[config.mk]
export PLATFORM = sky130hd
export DESIGN_NAME = mem_arbiter_flat
export DESIGN_NICKNAME = d
export VERILOG_FILES = /design/src/rtl/mem_arbiter_pkg.sv /design/src/rtl/mem_arbiter_if.sv /design/src/rtl/mem_arbiter_rr_arbiter2.sv /design/src/rtl/mem_arbiter.sv /design/src/flat_wrapper.sv
export SDC_FILE = /design/constraint.sdc
export NUM_CORES = 1
export LEC_CHECK = 0
export ABC_CLOCK_PERIOD_IN_PS = 2890
export CAP_MARGIN = 20
export CORE_MARGIN = 5
export CORE_UTILIZATION = 33
export DETAILED_ROUTE_END_ITERATION = 12
export GPL_ROUTABILITY_DRIVEN = 1
export PLACE_DENSITY_LB_ADDON = 0.08
export SYNTH_ARGS = -nofsm -noshare
export SYNTH_HDL_FRONTEND = slang
export SYNTH_SLANG_ARGS = --single-unit
[constraint.sdc]
create_clock -name clk -period 2.89 [get_ports clk]
set_clock_uncertainty 0.2 [all_clocks]
set_input_delay 0.578 -clock clk [delete_from_list [all_inputs] [get_ports clk]]
set_output_delay 0.578 -clock clk [all_outputs]
set_load 0.01 [all_outputs]
[src/rtl/mem_arbiter_pkg.sv]
// Shared definitions for the two-port memory read arbiter.
package mem_arbiter_pkg;

    typedef enum logic [1:0] {
        IDLE  = 2'd0,
        ISSUE = 2'd1,
        RESP  = 2'd2
    } state_e;

    localparam int unsigned PORT_FETCH = 0;
    localparam int unsigned PORT_DATA  = 1;

    function automatic logic [1:0] port_onehot(input logic port);
        return port ? 2'b10 : 2'b01;
    endfunction

endpackage

[src/rtl/mem_arbiter_if.sv]
// Requester-side handshake bundle: fetch/data requests and the shared response bus.
interface mem_arbiter_if #(
    parameter int unsigned XLEN       = 32,
    parameter int unsigned ADDRESSLEN = 32
);
    logic [1:0]            req_valid;
    logic [ADDRESSLEN-1:0] req_addr0;
    logic [ADDRESSLEN-1:0] req_addr1;
    logic [1:0]            req_ready;
    logic [1:0]            rsp_valid;
    logic [XLEN-1:0]       rsp_data;
    logic                  rsp_err;

    modport master (
        output req_valid, req_addr0, req_addr1,
        input  req_ready, rsp_valid, rsp_data, rsp_err
    );

    modport slave (
        input  req_valid, req_addr0, req_addr1,
        output req_ready, rsp_valid, rsp_data, rsp_err
    );
endinterface

[src/rtl/mem_arbiter_rr_arbiter2.sv]
// Two-way round-robin grant: a lone request wins, a tie goes to the prio port.
module rr_arbiter2
    import mem_arbiter_pkg::*;
(
    input  logic [1:0] req_valid_i,
    input  logic       prio_i,
    output logic [1:0] grant_o
);
    always_comb begin
        grant_o = '0;
        unique case (req_valid_i)
            2'b01:   grant_o = 2'b01;
            2'b10:   grant_o = 2'b10;
            2'b11:   grant_o = port_onehot(prio_i);
            default: grant_o = '0;
        endcase
    end
endmodule

[src/rtl/mem_arbiter.sv]
// Round-robin arbiter for fetch/data reads of a single-ported synchronous-read memory.
module mem_arbiter
    import mem_arbiter_pkg::*;
#(
    parameter int unsigned XLEN       = 32,
    parameter int unsigned ADDRESSLEN = 32,
    parameter int unsigned TAM        = 32
) (
    input  logic                  clk,
    input  logic                  reset,
    mem_arbiter_if.slave          bus,
    output logic [ADDRESSLEN-1:0] mem_address,
    input  logic [XLEN-1:0]       mem_out
);
    state_e                state_q;
    logic                  prio_q;
    logic                  port_q;
    logic                  fault_q;
    logic [ADDRESSLEN-1:0] addr_q;

    logic [1:0]            grant;
    logic                  accept_en;
    logic                  accepted;
    logic                  sel_port;
    logic [ADDRESSLEN-1:0] sel_addr;
    logic                  sel_fault;
    logic                  in_resp;

    rr_arbiter2 u_rr (
        .req_valid_i (bus.req_valid),
        .prio_i      (prio_q),
        .grant_o     (grant)
    );

    always_comb begin
        accept_en     = !reset && (state_q != ISSUE);
        bus.req_ready = accept_en ? grant : '0;
        accepted      = |bus.req_ready;
        sel_port      = grant[1];
        sel_addr      = sel_port ? bus.req_addr1 : bus.req_addr0;
        sel_fault     = (sel_addr[1:0] != 2'b00) ||
                        ({2'b00, sel_addr[ADDRESSLEN-1:2]} >= ADDRESSLEN'(TAM));
    end

    // addr_q is loaded at accept so the memory sees the address throughout ISSUE.
    always_ff @(posedge clk) begin
        if (reset) begin
            state_q <= IDLE;
            prio_q  <= 1'b0;
            port_q  <= 1'b0;
            fault_q <= 1'b0;
            addr_q  <= '0;
        end else begin
            unique case (state_q)
                IDLE, RESP: begin
                    if (accepted) begin
                        state_q <= ISSUE;
                        prio_q  <= ~sel_port;
                        port_q  <= sel_port;
                        fault_q <= sel_fault;
                        addr_q  <= sel_fault ? '0 : sel_addr;
                    end else begin
                        state_q <= IDLE;
                    end
                end
                ISSUE:   state_q <= RESP;
                default: state_q <= IDLE;
            endcase
        end
    end

    always_comb begin
        in_resp       = !reset && (state_q == RESP);
        bus.rsp_valid = in_resp ? port_onehot(port_q) : '0;
        bus.rsp_err   = in_resp && fault_q;
        bus.rsp_data  = (in_resp && !fault_q) ? mem_out : '0;
        mem_address   = reset ? '0 : addr_q;
    end
endmodule

[src/flat_wrapper.sv]
// flat-port wrapper written by rule: the top's interface ports become plain ports
module mem_arbiter_flat import mem_arbiter_pkg::*;
#(
    parameter int unsigned XLEN       = 32,
    parameter int unsigned ADDRESSLEN = 32,
    parameter int unsigned TAM        = 32
)
  (clk, reset, mem_address, mem_out, bus_req_valid, bus_req_addr0, bus_req_addr1, bus_req_ready, bus_rsp_valid, bus_rsp_data, bus_rsp_err);
  mem_arbiter_if #(.XLEN(XLEN), .ADDRESSLEN(ADDRESSLEN)) bus_i ();
  input  logic clk;
  input  logic reset;
  output logic [ADDRESSLEN-1:0] mem_address;
  input  logic [XLEN-1:0] mem_out;
  input wire logic [$bits(bus_i.req_valid)-1:0] bus_req_valid;
  input wire logic [$bits(bus_i.req_addr0)-1:0] bus_req_addr0;
  input wire logic [$bits(bus_i.req_addr1)-1:0] bus_req_addr1;
  output wire logic [$bits(bus_i.req_ready)-1:0] bus_req_ready;
  output wire logic [$bits(bus_i.rsp_valid)-1:0] bus_rsp_valid;
  output wire logic [$bits(bus_i.rsp_data)-1:0] bus_rsp_data;
  output wire logic [$bits(bus_i.rsp_err)-1:0] bus_rsp_err;
  assign bus_i.req_valid = bus_req_valid;
  assign bus_i.req_addr0 = bus_req_addr0;
  assign bus_i.req_addr1 = bus_req_addr1;
  assign bus_req_ready = bus_i.req_ready;
  assign bus_rsp_valid = bus_i.rsp_valid;
  assign bus_rsp_data = bus_i.rsp_data;
  assign bus_rsp_err = bus_i.rsp_err;
  mem_arbiter #(.XLEN(XLEN), .ADDRESSLEN(ADDRESSLEN), .TAM(TAM)) u_core (.clk(clk), .reset(reset), .bus(bus_i), .mem_address(mem_address), .mem_out(mem_out));
endmodule
==> implementation parameters, run 1 <==
Parameter                              Value

Layout
  Final std cell area, no fill    3710 um2
  Number of antenna cells inserted    0
  Area of combinational cells with multiple inputs    1040 um2
  Non-filler instance count after layout    444
  Final-layout fill cell count    484
  Share of final-layout standard cells stronger than drive strength 1    10.5%
  Total area of sequential cells    741 um2
  Total Nets Final    472
  Layout-stage area growth over the synthesis result    101%

Floorplanning
  Initial Utilization    33.6%
  Die Span Y    84.7 um
  Core area    5470 um2
  Die outline area    7170 um2
  Chip Width    84.7 um
  Number of placement rows    27
  Num ports    169

Min path
  Hold path cells    2
  Kind of path behind the tightest hold check    flip-flop to flip-flop

Timing
  Endpoints failing setup    0
  Transition time of the tightest slew-check pin    0.561 ns
  Part of the cycle the worst path needs    87.3%
  Highest clock rate    396 MHz
  RSZ-0062 raised after global routing    no
  Hold violation total from the final report    0
  Clock period minus worst slack    2.52 ns
  Max_slew headroom    61.9%
  Max Slew Vio Count    0

Drt
  Final wirelength    6570 um
  Post-DR wirelength/cell    14.8 um
  Number of violations reported at the end of detailed-routing iteration 0    52
  Total via count in the routed design    1960
  DRC violations left    0
  Post-detailed-route count of antenna-violating nets    0
  Count of TritonRoute iterations in the first routing pass    4
  Detail-routed via count per cell    4.41

Outcome
  Result of the run    completed

Global route
  Global routing usage summed across all routing layers    18.1%
  Largest net degree at the start of global routing    43
  Antenna violations before repair    0
  Vias in the first global route    1992
  Global-route wire length before repair    10400 um
  Overall overflow remaining after global route    0

Clock network
  Number of buffers created by CTS    5
  Total number of H-tree levels    2
  Clock-pin transition on the worst setup and hold timing paths    0.07 ns
  Clk_lat worst skew    0.27 ns
  Buffer depth of the longest clock path    2
  TritonCTS clock tree    yes
  CTS Root Cell    sky130_fd_sc_hd__clkbuf_8
  Clock Sink Count    37
  Hold_buf cts    0

Synthesis
  Most instantiated library cell after synthesis    sky130_fd_sc_hd__and2_1
  Area of the mapped netlist    1840 um2
  Number of enable-type register cells in the synthesized netlist    0
  Synth Warn #    0
  Count of state elements after synthesis    37
  Post-synthesis async set-or-reset flop share    0%
  Post-synthesis sequential area ratio    40.2%
  Commonest cells in the netlist    sky130_fd_sc_hd__and2_1 (59), sky130_fd_sc_hd__dfxtp_1 (37), sky130_fd_sc_hd__nor2b_1 (29)
  Mapped Avg Cell Area    9.25 um2
  Post-Synthesis Net Count    299
  Post-synthesis cell type with the largest combined area    sky130_fd_sc_hd__dfxtp_1
  Number of cells produced by synthesis    199
  Top flip-flop cell by instance count after synthesis    sky130_fd_sc_hd__dfxtp_1
  Number of library cell types mapped by synthesis    32
  Top cells by area, synth    sky130_fd_sc_hd__dfxtp_1 (40%), sky130_fd_sc_hd__and2_1 (20%), sky130_fd_sc_hd__nor2b_1 (9.9%)
  Share of Yosys cell area claimed by the top area cell type    40.2%

Setup path
  Cell breakdown of the critical path    dlymetal6s2s_1 > buf_12 > and2b_2 > clkdlybuf4s50_1
  Data required time at the worst endpoint    2.11 ns
  Crit path arrival time    1.74 ns
  Worst setup path category    input pin to output pin
  Crit path max fanout    38
  Sort of element at the end of the critical path    output pin
  Largest stage delay on the critical path    0.59 ns
  Worst Reg-to-Reg Cells    5
  Cell at the slowest stage of the critical path    sky130_fd_sc_hd__clkdlybuf4s50_1
  Kind of start point of the critical path    input pin

Job
  Maxcap violations    0

Power and ir drop
  Combinational share of power    20.9%
  Share of power burned in the clock network    31.7%
  Maximum vdd ir drop    294 uV
  Cell internal power dissipation    0.860 mW
  P per Cell Area    295 nW/um2
  Leakage power figure    1.65 nW
  Psw    0.234 mW
  Switch share    21.4%
  Seq pwr share    47.3%

Placed design
  Count of buffers inserted at the top-level ports    168
  Area post-placement    3630 um2
  Routability Congestion    0.778
  Placed insts    436
  Total half-perimeter wirelength after legalization and detailed placement    5370 um
routing by layer:
metal	vias to the layer above	wire (um)	GRT usage (%)
met1	873	2760	22.2
li1	1002	-	-
met2	74	3290	30.5
met5	-	0	0
met4	0	90	4.17
met3	11	430	5.89
flip-flops by register name, indices dropped and copies added, names as in the netlist:
signal	flops
u_core.prio_q	1
u_core.fault_q	1
u_core.port_q	1
u_core.addr_q	32
u_core.state_q	2
cell type report:
class / instances / share of cell area, %
clock buffers: 7 / 2.33
inverters: 2 / 0.202
multi-input cells: 149 / 28.0
flip-flops and latches: 37 / 20.0
well taps: 72 / 2.43
repair buffers: 177 / 47.1
logic make-up (layout without fill, tap and decap cells):
group | after synthesis | count (layout) | share of synthesized area (%)
muxes | 6 | 6 | 3.47
AOI/OAI and AO/OA | 11 | 11 | 7.68
buffers and inverters | 13 | 186 | 3.47
DFF | 37 | 37 | 40.2
and+or+nand+nor | 132 | 132 | 45.1
power by group through the flow:
stage	Combinational (mW)	Clock (mW)	Sequential (mW)
after floorplan	0.0624	0	0.528
after global placement	0.229	0	0.529
after detailed placement	0.232	0	0.529
after CTS	0.230	0.359	0.518
after global routing	0.246	0.387	0.518
final	0.229	0.347	0.518
critical path, delay by kind of cell:
kind / cells / cell delay [ns]
buffers and inverters: 3 / 0.93
AND/OR/NAND/NOR: 1 / 0.22
path summary, 6_finish.rpt:
check | to | start | slack, ns
min | u_core.port_q | u_core.port_q | 0.28
max reg2reg | u_core.addr_q[2] | u_core.prio_q | 1.07
min reg2reg | u_core.port_q | u_core.port_q | 0.28
max | mem_address[4] | reset | 0.37
repair_timing:
action | in CTS | in global routing
buffers inserted | 1 | 0
gates resized for setup | 35 | 5
endpoints found under the setup margin | 37 | 10
metrics by stage:
step / setup TNS, ns / util, % / worst slack (ns) / hold slack (ns) / power, mW
floorplan: 0 / - / 0.722 / 0.245 / 0.591
global placement: -3.30 / 66.3 / -0.121 / 0.269 / 0.758
detailed placement: -3.19 / 66.3 / -0.127 / 0.265 / 0.762
CTS: -0.147 / 67.5 / -0.0402 / 0.275 / 1.11
global route: 0 / 67.8 / 0.286 / 0.308 / 1.15
finish: 0 / 67.8 / 0.367 / 0.278 / 1.09
layout by cell type, fill, tap and decap left out, drive strengths merged:
| cell | n |
|---|---|
| or4 | 1 |
| buf | 9 |
| nand2 | 10 |
| inv | 2 |
| o31a | 1 |
| o41ai | 5 |
| nor2 | 6 |
| or3 | 1 |
| o21ai | 1 |
| clkdlybuf4s50 | 133 |
| and4 | 1 |
| nand3 | 1 |
| nor2b | 29 |
| a211oi | 1 |
| o2bb2a | 1 |
| and2b | 5 |
| clkbuf | 7 |
| nor3 | 4 |
| and3 | 1 |
| nor4 | 11 |
| mux2i | 6 |
| dlymetal6s2s | 3 |
| dfxtp | 37 |
| nand4 | 2 |
| and2 | 59 |
| nand2b | 1 |
| a21oi | 2 |
| dlygate4sd2 | 32 |
(Power assumes the default switching activity.)
==> run 2, diff against run 1 <==
CELL_PAD_IN_SITES_DETAIL_PLACEMENT = 0   (was unset)
CELL_PAD_IN_SITES_GLOBAL_PLACEMENT = 1   (was unset)
CORE_UTILIZATION = 22   (was 33)
CTS_CLUSTER_SIZE = 25   (was unset)
GPL_TIMING_DRIVEN = 0   (was unset)
==> implementation parameters, run 2 (synthesized netlist as in run 1, its figures left out) <==
Parameter                              Value

Layout
  Final std cell area, no fill    3840 um2 (+3.5%)
  Total area of sequential cells    741 um2 (unchanged)
  Number of antenna cells inserted    0 (unchanged)
  Highest-count cells in the layout ignoring fill and taps    sky130_fd_sc_hd__clkdlybuf4s50_1 (133), sky130_fd_sc_hd__and2_1 (59), sky130_fd_sc_hd__dfxtp_1 (37)
  Register name with the most flops    u_core.addr_q
  Share of final-layout standard cells stronger than drive strength 1    12.3% (+1.9 points)
  Layout-stage area growth over the synthesis result    108%
  Most common cell after layout, fill and taps aside    sky130_fd_sc_hd__clkdlybuf4s50_1
  Biggest registers after layout    u_core.addr_q: 32 flops, u_core.state_q: 2 flops
  Max FFs per register    32 (unchanged)
  Area of combinational cells with multiple inputs    1050 um2 (+0.72%)
  Total Nets Final    480 (+1.7%)
  Final-layout fill cell count    829 (+71%)

Global route
  Antenna violations before repair    0 (unchanged)
  Global routing usage summed across all routing layers    13.1% (-4.9 points)
  Overall overflow remaining after global route    0 (unchanged)
  Global-route wire length before repair    10600 um (+1.7%)
  Largest net degree at the start of global routing    14 (-67%)
  Vias in the first global route    2109 (+5.9%)

Clock network
  Clk_lat worst skew    0.29 ns (+0.02 ns)
  TritonCTS clock tree    yes
  Total number of H-tree levels    2 (unchanged)
  Hold_buf cts    0 (unchanged)
  Clock Sink Count    37 (unchanged)
  Buffer depth of the longest clock path    2 (unchanged)
  Number of buffers created by CTS    5 (unchanged)
  Clock-pin transition on the worst setup and hold timing paths    0.07 ns (about the same)
  CTS Root Cell    sky130_fd_sc_hd__clkbuf_8

Timing
  Transition time of the tightest slew-check pin    0.603 ns (+0.0426 ns)
  RSZ-0062 raised after global routing    yes
  Max Slew Vio Count    0 (unchanged)
  Hold violation total from the final report    0 (unchanged)
  Part of the cycle the worst path needs    97.7% (+10 points)
  Clock period minus worst slack    2.82 ns (+0.301 ns)
  Endpoints failing setup    0 (unchanged)
  Setup ws final    0.0661 ns (-0.301 ns)
  Max_slew headroom    59.0% (-2.9 points)
  Highest clock rate    354 MHz (-11%)

Placed design
  Routability Congestion    0.715 (-8.0%)
  Count of buffers inserted at the top-level ports    168 (unchanged)
  Post-placement setup slack    -0.633 ns (-0.506 ns)
  Area post-placement    3650 um2 (+0.69%)
  Total half-perimeter wirelength after legalization and detailed placement    5750 um (+7.2%)

Drt
  Count of TritonRoute iterations in the first routing pass    4 (unchanged)
  Met3 Wirelength    757 um (+76%)
  Total via count in the routed design    2010 (+2.6%)
  Total met2 wirelength after detailed routing    3490 um (+6.1%)
  Number of violations reported at the end of detailed-routing iteration 0    21 (-60%)
  Top routing layer in use    met4
  DRC violations left    0 (unchanged)
  Total routed wire length on the met1 layer    2610 um (-5.3%)
  Post-detailed-route count of antenna-violating nets    0 (unchanged)
  Final wirelength    6910 um (+5.2%)
  Detail-routed via count per cell    4.14 (-6.3%)
  Post-DR wirelength/cell    14.2 um (-3.9%)

Setup path
  Kind of start point of the critical path    input pin
  Worst setup path category    input pin to output pin
  Crit path max fanout    4 (-89%)
  Sort of element at the end of the critical path    output pin
  Crit path arrival time    2.05 ns (+0.31 ns)
  Data required time at the worst endpoint    2.11 ns (about the same)

Outcome
  Result of the run    completed

Min path
  Kind of path behind the tightest hold check    flip-flop to flip-flop

Floorplanning
  Core area    8180 um2 (+49%)
  Num ports    169 (unchanged)
  Die Span Y    101 um (+20%)
  Number of placement rows    33 (+22%)
  Initial Utilization    22.5% (-11 points)
  Die outline area    10300 um2 (+44%)
  Chip Width    101 um (+20%)

Power and ir drop
  Psw    0.267 mW (+14%)
  Switch share    22.3% (+0.93 points)
  Leakage power figure    1.71 nW (+3.1%)
  Combinational share of power    19.4% (-1.5 points)
  Seq pwr share    43.3% (-4.0 points)
  P per Cell Area    312 nW/um2 (+5.7%)
  Share of power burned in the clock network    37.3% (+5.6 points)
  Maximum vdd ir drop    282 uV (-3.8%)
  Cell internal power dissipation    0.929 mW (+8.1%)

Job
  Maxcap violations    0 (unchanged)
## run 2: layer usage
layer  up-vias  GRT usage [%]
li1       1021              -
met1       885           13.8
met2        98           24.4
met3         6           4.82
met4         0           3.68
met5         -              0
## run 2: power by group through the flow
stage / clock network [mW] / logic, mW / registers, mW
floorplan: 0 / 0.0624 / 0.528
global placement: 0 / 0.232 / 0.529
detailed placement: 0 / 0.232 / 0.529
CTS: 0.464 / 0.235 / 0.518
global route: 0.485 / 0.251 / 0.519
finish: 0.446 / 0.232 / 0.518
## run 2: final cells by class
type | instances | area share, %
clock buffer | 5 | 1.79
inverter | 2 | 0.196
multi-input combinational | 149 | 27.3
timing repair buffer | 174 | 44.3
buffer | 11 | 2.54
clock inverter | 3 | 1.21
tap | 105 | 3.42
sequential | 37 | 19.3
## run 2: metrics by stage
stage          std cells  utilization (%)  total power, mW  hold WS [ns]  setup TNS (ns)
5_1_grt              486             46.9             1.25         0.311               0
3_3_place_gp         472             44.7            0.761         0.262          -27.47
4_1_cts              484             46.6             1.22         0.275               0
2_1_floorplan        199                -            0.591         0.245               0
3_5_place_dp         472             44.7            0.762         0.263          -27.71
6_report             486             46.9             1.20         0.278               0
## run 2: path summary, 6_finish.rpt
| kind | start | to | slack, ns | cells after the start |
|---|---|---|---|---|
| worst min register to register | u_core.port_q | u_core.port_q | 0.28 | 2 |
| worst max register to register | u_core.prio_q | u_core.addr_q[2] | 1.10 | 4 |
| worst max-delay path | reset | bus_rsp_data[0] | 0.07 | 7 |
| worst min-delay path | u_core.port_q | u_core.port_q | 0.28 | 2 |
## run 2: repair_timing
item                       in CTS  in global routing
buffers inserted                4                  2
cloned                          0                  0
setup endpoints to repair      66                  7
resized for setup              48                  7
pin swaps                       1                  2
## run 2: critical path: stages
cell,delay [ns]
sky130_fd_sc_hd__dlygate4sd2_1,0.28
sky130_fd_sc_hd__nor2_2,0.14
sky130_fd_sc_hd__nand2_2,0.10
sky130_fd_sc_hd__nor2_4,0.17
sky130_fd_sc_hd__buf_4,0.13
sky130_fd_sc_hd__and2_1,0.11
sky130_fd_sc_hd__clkdlybuf4s50_1,0.53
